## src/rtl/uart_fifo_ctrl_if.sv

```systemverilog
// Push/pop handshake and uart_ram port bundle for uart_fifo_ctrl.
// master = surrounding logic (byte engine, bus side, RAM model); slave = the controller.
interface uart_fifo_ctrl_if #(
  parameter int unsigned DATA_BIT = 8,
  parameter int unsigned ADDR_BIT = 4
) ();
  logic                wr_en;
  logic [DATA_BIT-1:0] wr_data;
  logic                full;
  logic                rd_en;
  logic [DATA_BIT-1:0] rd_data;
  logic                rd_valid;
  logic [ADDR_BIT:0]   level;
  logic                ram_we;
  logic [ADDR_BIT-1:0] ram_waddr;
  logic [DATA_BIT-1:0] ram_wdata;
  logic [ADDR_BIT-1:0] ram_raddr;
  logic [DATA_BIT-1:0] ram_rdata;

  modport master (
    output wr_en, wr_data, rd_en, ram_rdata,
    input  full, rd_data, rd_valid, level, ram_we, ram_waddr, ram_wdata, ram_raddr
  );

  modport slave (
    input  wr_en, wr_data, rd_en, ram_rdata,
    output full, rd_data, rd_valid, level, ram_we, ram_waddr, ram_wdata, ram_raddr
  );
endinterface

```

## src/rtl/uart_fifo_ctrl.sv

```systemverilog
// First-word-fall-through FIFO controller around a registered-read uart_ram.
// Optional sticky overflow/underflow flags when UART_FIFO_CTRL_STATUS_EN is defined.
module uart_fifo_ctrl #(
  parameter int unsigned DATA_BIT = 8,
  parameter int unsigned ADDR_BIT = 4
) (
  input  logic            clk,
  input  logic            reset,
  input  logic            flush,
`ifdef UART_FIFO_CTRL_STATUS_EN
  input  logic            status_clr,
  output logic            overflow,
  output logic            underflow,
`endif
  uart_fifo_ctrl_if.slave bus
);

  localparam int unsigned CNT_W = ADDR_BIT + 1;
  localparam int unsigned DEPTH = 2 ** ADDR_BIT;

  logic [ADDR_BIT-1:0] r_wr_ptr;
  logic [ADDR_BIT-1:0] r_rd_ptr;
  logic [CNT_W-1:0]    r_ram_count;
  logic [CNT_W-1:0]    r_level;
  logic                r_fetch_pending;
  logic                r_rd_valid;
  logic                r_full;
  logic [DATA_BIT-1:0] r_rd_data;

  logic                w_clear;
  logic                w_push;
  logic                w_pop;
  logic                w_fetch;
  logic [CNT_W-1:0]    w_ram_count_nxt;
  logic [CNT_W-1:0]    w_level_nxt;

  assign w_clear = reset | flush;
  assign w_push  = bus.wr_en & ~r_full & ~w_clear;
  assign w_pop   = bus.rd_en & r_rd_valid & ~w_clear;
  // Registered ram_count keeps a fetch off the address being written this cycle.
  assign w_fetch = (r_ram_count != '0) & ~r_fetch_pending & (~r_rd_valid | w_pop) & ~w_clear;

  always_comb begin
    w_ram_count_nxt = r_ram_count;
    w_level_nxt     = r_level;
    if (w_push && !w_fetch) begin
      w_ram_count_nxt = r_ram_count + CNT_W'(1);
    end else if (!w_push && w_fetch) begin
      w_ram_count_nxt = r_ram_count - CNT_W'(1);
    end
    // Words only enter on push and leave on pop; fetch/capture move them internally.
    if (w_push && !w_pop) begin
      w_level_nxt = r_level + CNT_W'(1);
    end else if (!w_push && w_pop) begin
      w_level_nxt = r_level - CNT_W'(1);
    end
  end

  always_ff @(posedge clk) begin
    if (w_clear) begin
      r_wr_ptr        <= '0;
      r_rd_ptr        <= '0;
      r_ram_count     <= '0;
      r_level         <= '0;
      r_fetch_pending <= 1'b0;
      r_rd_valid      <= 1'b0;
      r_full          <= 1'b0;
      r_rd_data       <= '0;
    end else begin
      if (w_push) begin
        r_wr_ptr <= r_wr_ptr + ADDR_BIT'(1);
      end
      if (w_fetch) begin
        r_rd_ptr <= r_rd_ptr + ADDR_BIT'(1);
      end
      r_ram_count     <= w_ram_count_nxt;
      r_level         <= w_level_nxt;
      r_full          <= (w_ram_count_nxt == CNT_W'(DEPTH));
      r_fetch_pending <= w_fetch;
      if (r_fetch_pending) begin
        r_rd_data  <= bus.ram_rdata;
        r_rd_valid <= 1'b1;
      end else if (w_pop) begin
        r_rd_valid <= 1'b0;
      end
    end
  end

  assign bus.ram_we    = w_push;
  assign bus.ram_waddr = r_wr_ptr;
  assign bus.ram_wdata = bus.wr_data;
  assign bus.ram_raddr = r_rd_ptr;
  assign bus.full      = r_full;
  assign bus.rd_data   = r_rd_data;
  assign bus.rd_valid  = r_rd_valid;
  assign bus.level     = r_level;

`ifdef UART_FIFO_CTRL_STATUS_EN
  logic r_overflow;
  logic r_underflow;
  logic w_ovf_set;
  logic w_udf_set;

  assign w_ovf_set = bus.wr_en & r_full;
  assign w_udf_set = bus.rd_en & ~r_rd_valid;

  // Sticky flags; a set event beats status_clr in the same cycle.
  always_ff @(posedge clk) begin
    if (w_clear) begin
      r_overflow  <= 1'b0;
      r_underflow <= 1'b0;
    end else begin
      r_overflow  <= w_ovf_set | (r_overflow & ~status_clr);
      r_underflow <= w_udf_set | (r_underflow & ~status_clr);
    end
  end

  assign overflow  = r_overflow;
  assign underflow = r_underflow;
`endif

endmodule

```

## src/flat_wrapper.sv

```systemverilog
// flat-port wrapper written by rule: the top's interface ports become plain ports
module uart_fifo_ctrl_flat 
#(
  parameter int unsigned DATA_BIT = 8,
  parameter int unsigned ADDR_BIT = 4
)
  (clk, reset, flush, bus_wr_en, bus_wr_data, bus_rd_en, bus_ram_rdata, bus_full, bus_rd_data, bus_rd_valid, bus_level, bus_ram_we, bus_ram_waddr, bus_ram_wdata, bus_ram_raddr);
  uart_fifo_ctrl_if #(.DATA_BIT(DATA_BIT), .ADDR_BIT(ADDR_BIT)) bus_i ();
  input  logic clk;
  input  logic reset;
  input  logic flush;
  input wire logic [$bits(bus_i.wr_en)-1:0] bus_wr_en;
  input wire logic [$bits(bus_i.wr_data)-1:0] bus_wr_data;
  input wire logic [$bits(bus_i.rd_en)-1:0] bus_rd_en;
  input wire logic [$bits(bus_i.ram_rdata)-1:0] bus_ram_rdata;
  output wire logic [$bits(bus_i.full)-1:0] bus_full;
  output wire logic [$bits(bus_i.rd_data)-1:0] bus_rd_data;
  output wire logic [$bits(bus_i.rd_valid)-1:0] bus_rd_valid;
  output wire logic [$bits(bus_i.level)-1:0] bus_level;
  output wire logic [$bits(bus_i.ram_we)-1:0] bus_ram_we;
  output wire logic [$bits(bus_i.ram_waddr)-1:0] bus_ram_waddr;
  output wire logic [$bits(bus_i.ram_wdata)-1:0] bus_ram_wdata;
  output wire logic [$bits(bus_i.ram_raddr)-1:0] bus_ram_raddr;
  assign bus_i.wr_en = bus_wr_en;
  assign bus_i.wr_data = bus_wr_data;
  assign bus_i.rd_en = bus_rd_en;
  assign bus_i.ram_rdata = bus_ram_rdata;
  assign bus_full = bus_i.full;
  assign bus_rd_data = bus_i.rd_data;
  assign bus_rd_valid = bus_i.rd_valid;
  assign bus_level = bus_i.level;
  assign bus_ram_we = bus_i.ram_we;
  assign bus_ram_waddr = bus_i.ram_waddr;
  assign bus_ram_wdata = bus_i.ram_wdata;
  assign bus_ram_raddr = bus_i.ram_raddr;
  uart_fifo_ctrl #(.DATA_BIT(DATA_BIT), .ADDR_BIT(ADDR_BIT)) u_core (.clk(clk), .reset(reset), .flush(flush), .bus(bus_i));
endmodule
```

## config.mk

```make
export PLATFORM = sky130hd
export DESIGN_NAME = uart_fifo_ctrl_flat
export DESIGN_NICKNAME = d
export VERILOG_FILES = /design/src/rtl/uart_fifo_ctrl_if.sv /design/src/rtl/uart_fifo_ctrl.sv /design/src/flat_wrapper.sv
export SDC_FILE = /design/constraint.sdc
export NUM_CORES = 1
export LEC_CHECK = 0
export CAP_MARGIN = 20
export CORE_ASPECT_RATIO = 0.75
export CORE_MARGIN = 8
export CORE_UTILIZATION = 42
export CTS_BUF_LIST = sky130_fd_sc_hd__clkbuf_4 sky130_fd_sc_hd__clkbuf_8
export DETAILED_ROUTE_END_ITERATION = 8
export GPL_TIMING_DRIVEN = 0
export PLACE_DENSITY = 0.79
export SYNTH_ARGS = -nofsm -noshare
export SYNTH_HDL_FRONTEND = slang
export SYNTH_SLANG_ARGS = --single-unit
```

## constraint.sdc

```tcl
create_clock -name clk -period 3.5 [get_ports clk]
set_clock_uncertainty 0.2 [all_clocks]
set_input_delay 1.05 -clock clk [delete_from_list [all_inputs] [get_ports clk]]
set_output_delay 1.05 -clock clk [all_outputs]
set_load 0.1 [all_outputs]
```

==> reports/metrics.csv <==
metric,value,unit
Post-Place Worst Slack,-1.095,ns
worst reg2reg path endpoint,u_core.bus.level[4],
Clk Tree Root Cell,sky130_fd_sc_hd__clkbuf_8,
Max Cap Viol,0,
port buffer count,44,
Async SR Flop Fraction,0,%
via total after detailed routing,1244,
number of antenna violations at the first check in global routing,0,
fraction of power spent switching nets,33.96,%
First-pass DRT Iterations,4,
RSZ-0062 raised after global routing,no,
final-layout setup total negative slack,0,ns
detailed-route vias per instance,4.937,
Yosys top cell area share,38.83,%
Chip Height,67.67,um
internal power component,0.0006294,W
Ports,53,
pin count of the biggest net entering global routing,11,
Area Overhead vs Synth,45.02,%
number of instances in the synthesized netlist,159,
largest voltage drop on the vdd net,0.0003421,V
post-layout worst setup margin,0.05234,ns
CP Launch Type,primary input,
GRT Total Usage,13.73,%
post-synthesis cell area,0.001495,sq mm
count of final max-slew check failures,0,
clock period minus worst slack,3.448,ns
area post-placement,0.002031,sq mm
"Non-Filler Cell Area, Final",0.002168,sq mm
floorplan die area,0.005745,sq mm
# diodes,0,
Worst Max-Slew Pin Slew,0.9905,ns
flop2flop setup slack,0.97,ns
combinational share of power,32.9,%
static leakage power,0.9032,nW
Synth area leaders,"sky130_fd_sc_hd__dfxtp_1, sky130_fd_sc_hd__mux2i_1, sky130_fd_sc_hd__ha_1, sky130_fd_sc_hd__nor2_1, sky130_fd_sc_hd__xnor2_1",
number of CTS-inserted buffers,5,
net count reported at finish,243,
clock transition time at the flip-flop clock pins of the worst setup and hold paths,0.05,ns
wire length of the first global-routing pass,6.134,mm
power density normalized to cell area,439.6,mW/mm^2
final cycle utilization of the critical path,98.50,%
"area leader, netlist",sky130_fd_sc_hd__dfxtp_1,
termination of the worst setup path,bus_ram_we,
detail-routed net length per standard cell,14.73,um
library cells used by synthesis,37,
status,completed,
Initial Util,44.56,%
CP Class,in2out,
WP data arrival,2.20,ns
number of flops mapped to enable cells by yosys,0,
portion of the post-synthesis area used by sequential elements,38.83,%
clock power share,29.2,%
Mean Syn Cell Area,9.404,sq um
syn_nets,190,
Core Region,0.003356,sq mm
critical-path maximum fanout,10,
Worst EP required,2.25,ns
relative slew slack,33.76,%
worst reg-to-reg path cell count,11,
width of the die,84.90,um
number of warnings printed during yosys synthesis,0,
category of the worst setup path capture point,output pin,
worst hold path type,reg2reg,
number of design-rule violations left by the first detailed-router iteration,40,
Post-synth top flop,sky130_fd_sc_hd__dfxtp_1,
register bit count reported by yosys,29,
share of final-layout standard cells stronger than drive strength 1,17.92,%
highest achievable clock rate,290.1,MHz
worst flop-to-flop path startpoint,u_core.bus.full,
final-report hold violation count,0,
number of global-route vias before repair,1276,
count of nets left with antenna violations after detail routing,0,
# setup viols final,0,
Clock Sinks,29,
detailed-route DRC error count,0,
clock tree from TritonCTS,built,
start point of the critical path,bus_wr_en,
power spent charging and discharging nets,0.0003237,W
part of the power in registers,37.9,%
Overflow after GRT,0,
deepest clock path buffer count,2,
detailed placer's ending HPWL,2.864,mm
number of levels in the clock H-tree,2,
final weighted congestion of routability-driven global placement,0.8229,
final WL,3.712,mm
standard-cell row count,18,
latest clock arrival within the worst-skew pair,0.28,ns
[stage by stage]
stage / hold slack (ns) / util [%] / cells / total power [W]
final: 0.2925 / 64.62 / 252 / 0.0009531
after global routing: 0.3130 / 64.62 / 252 / 0.001006
after CTS: 0.2922 / 63.61 / 250 / 0.0009598
after detailed placement: 0.2836 / 60.51 / 243 / 0.0006775
after global placement: 0.2724 / 60.51 / 243 / 0.0006688
after floorplan: 0.3662 / - / 159 / 0.0006100
[power by group through the flow]
stage,Clock (W),Combinational (W),Sequential (W)
global route,0.000306,0.000337,0.000363
global placement,0,0.000303,0.000366
CTS,0.000287,0.000312,0.000361
finish,0.000278,0.000314,0.000361
floorplan,0,0.000193,0.000417
detailed placement,0,0.000310,0.000368
[cells by family (layout without fill, tap and decap cells)]
kind of cell | count (synthesis) | count (layout) | share of synthesized area, %
AND/OR/NAND/NOR | 57 | 57 | 19.00
flip-flops | 29 | 29 | 38.83
buffers and inverters | 20 | 73 | 8.032
multiplexers | 15 | 15 | 10.13
XOR/XNOR | 14 | 14 | 8.201
adder cells (fa/ha/maj) | 12 | 12 | 10.21
AO/OA/AOI/OAI | 12 | 12 | 5.606
[metal layers]
metal  track usage (%)  share of wire (%)  wire length [um]  up-vias
met1             14.61                 41              1536      572
met2             24.07                 51              1896       34
met4             7.285                1.7                62        0
met5                 0                  0                 0        -
met3             4.970                5.8               216        6
li1                  -                  -                 -      632
[critical path, cell delays in order]
cell and delay (ns):
sky130_fd_sc_hd__clkdlybuf4s50_1 0.48, sky130_fd_sc_hd__nand2b_1 0.07, sky130_fd_sc_hd__buf_6 0.14, sky130_fd_sc_hd__nor2_4 0.14, sky130_fd_sc_hd__buf_4 0.14, sky130_fd_sc_hd__buf_12 0.16
[flip-flops by register name, indices dropped and copies added (netlist names)]
signal,count
u_core.bus.rd_valid,1
u_core.r_ram_count,5
u_core.bus.ram_raddr,4
u_core.bus.rd_data,8
u_core.r_fetch_pending,1
u_core.bus.full,1
u_core.bus.ram_waddr,4
u_core.bus.level,5
[how the worst min path moves through the flow]
stage          slack [ns]  cells past startpoint               startpoint                       to
3_3_place_gp         0.27                      2    u_core.bus.rd_data[4]    u_core.bus.rd_data[4]
5_1_grt              0.31                      2  u_core.bus.ram_waddr[1]  u_core.bus.ram_waddr[1]
4_1_cts              0.29                      2  u_core.bus.ram_waddr[1]  u_core.bus.ram_waddr[1]
2_1_floorplan        0.37                      3    u_core.r_ram_count[4]    u_core.r_ram_count[4]
3_5_place_dp         0.28                      2  u_core.bus.ram_waddr[1]  u_core.bus.ram_waddr[1]
6_report             0.29                      2    u_core.bus.rd_data[4]    u_core.bus.rd_data[4]
[placed cells by master, fill, tap and decap left out, drive strengths merged]
cell           instances
o21ai                  1
o211ai                 1
a211o                  1
nand2                  4
or3                    1
nand4                  4
or2                    1
ha                     9
dlymetal6s2s           4
dlygate4sd2            6
nand3                  4
clkbuf                10
xnor2                  8
nor2b                  2
nor3                   4
nor4                   1
and2                   3
nor4b                  1
mux2                   1
dfxtp                 29
or4                    1
clkdlybuf4s50         33
a21oi                  5
xor2                   6
nor2                  28
a2111oi                1
nand2b                 2
inv                    4
a211oi                 1
a21o                   2
and3                   1
maj3                   2
buf                   16
fa                     1
mux2i                 14
[cell usage after synthesis (all sizes together) (2+ instances only)]
cell	number
clkbuf	4
a21o	2
nand3	4
ha	9
inv	4
nor3	4
nand4	4
a21oi	5
xor2	6
dfxtp	29
maj3	2
nand2	4
mux2i	14
nor2	28
nand2b	2
xnor2	8
and2	3
nor2b	2
buf	12
[cell type report]
cell class	count	area, sq um
multi-input combinational	110	829.5
fill	275	1187
timing repair buffer	47	475.5
buffer	15	125.1
inverter	4	17.52
clock buffer	7	90.09
sequential	29	580.6
tap	40	50.05
[timing repair]
item                                    CTS  global route
pin swaps                                 1             8
hold buffers                              0             0
gates resized for setup                  16            10
buffers inserted                          0             3
endpoints found under the setup margin    6             6
gates cloned                              0             0
hold endpoints to repair                  0             0
No activity file was read; power rests on OpenSTA's default activity.
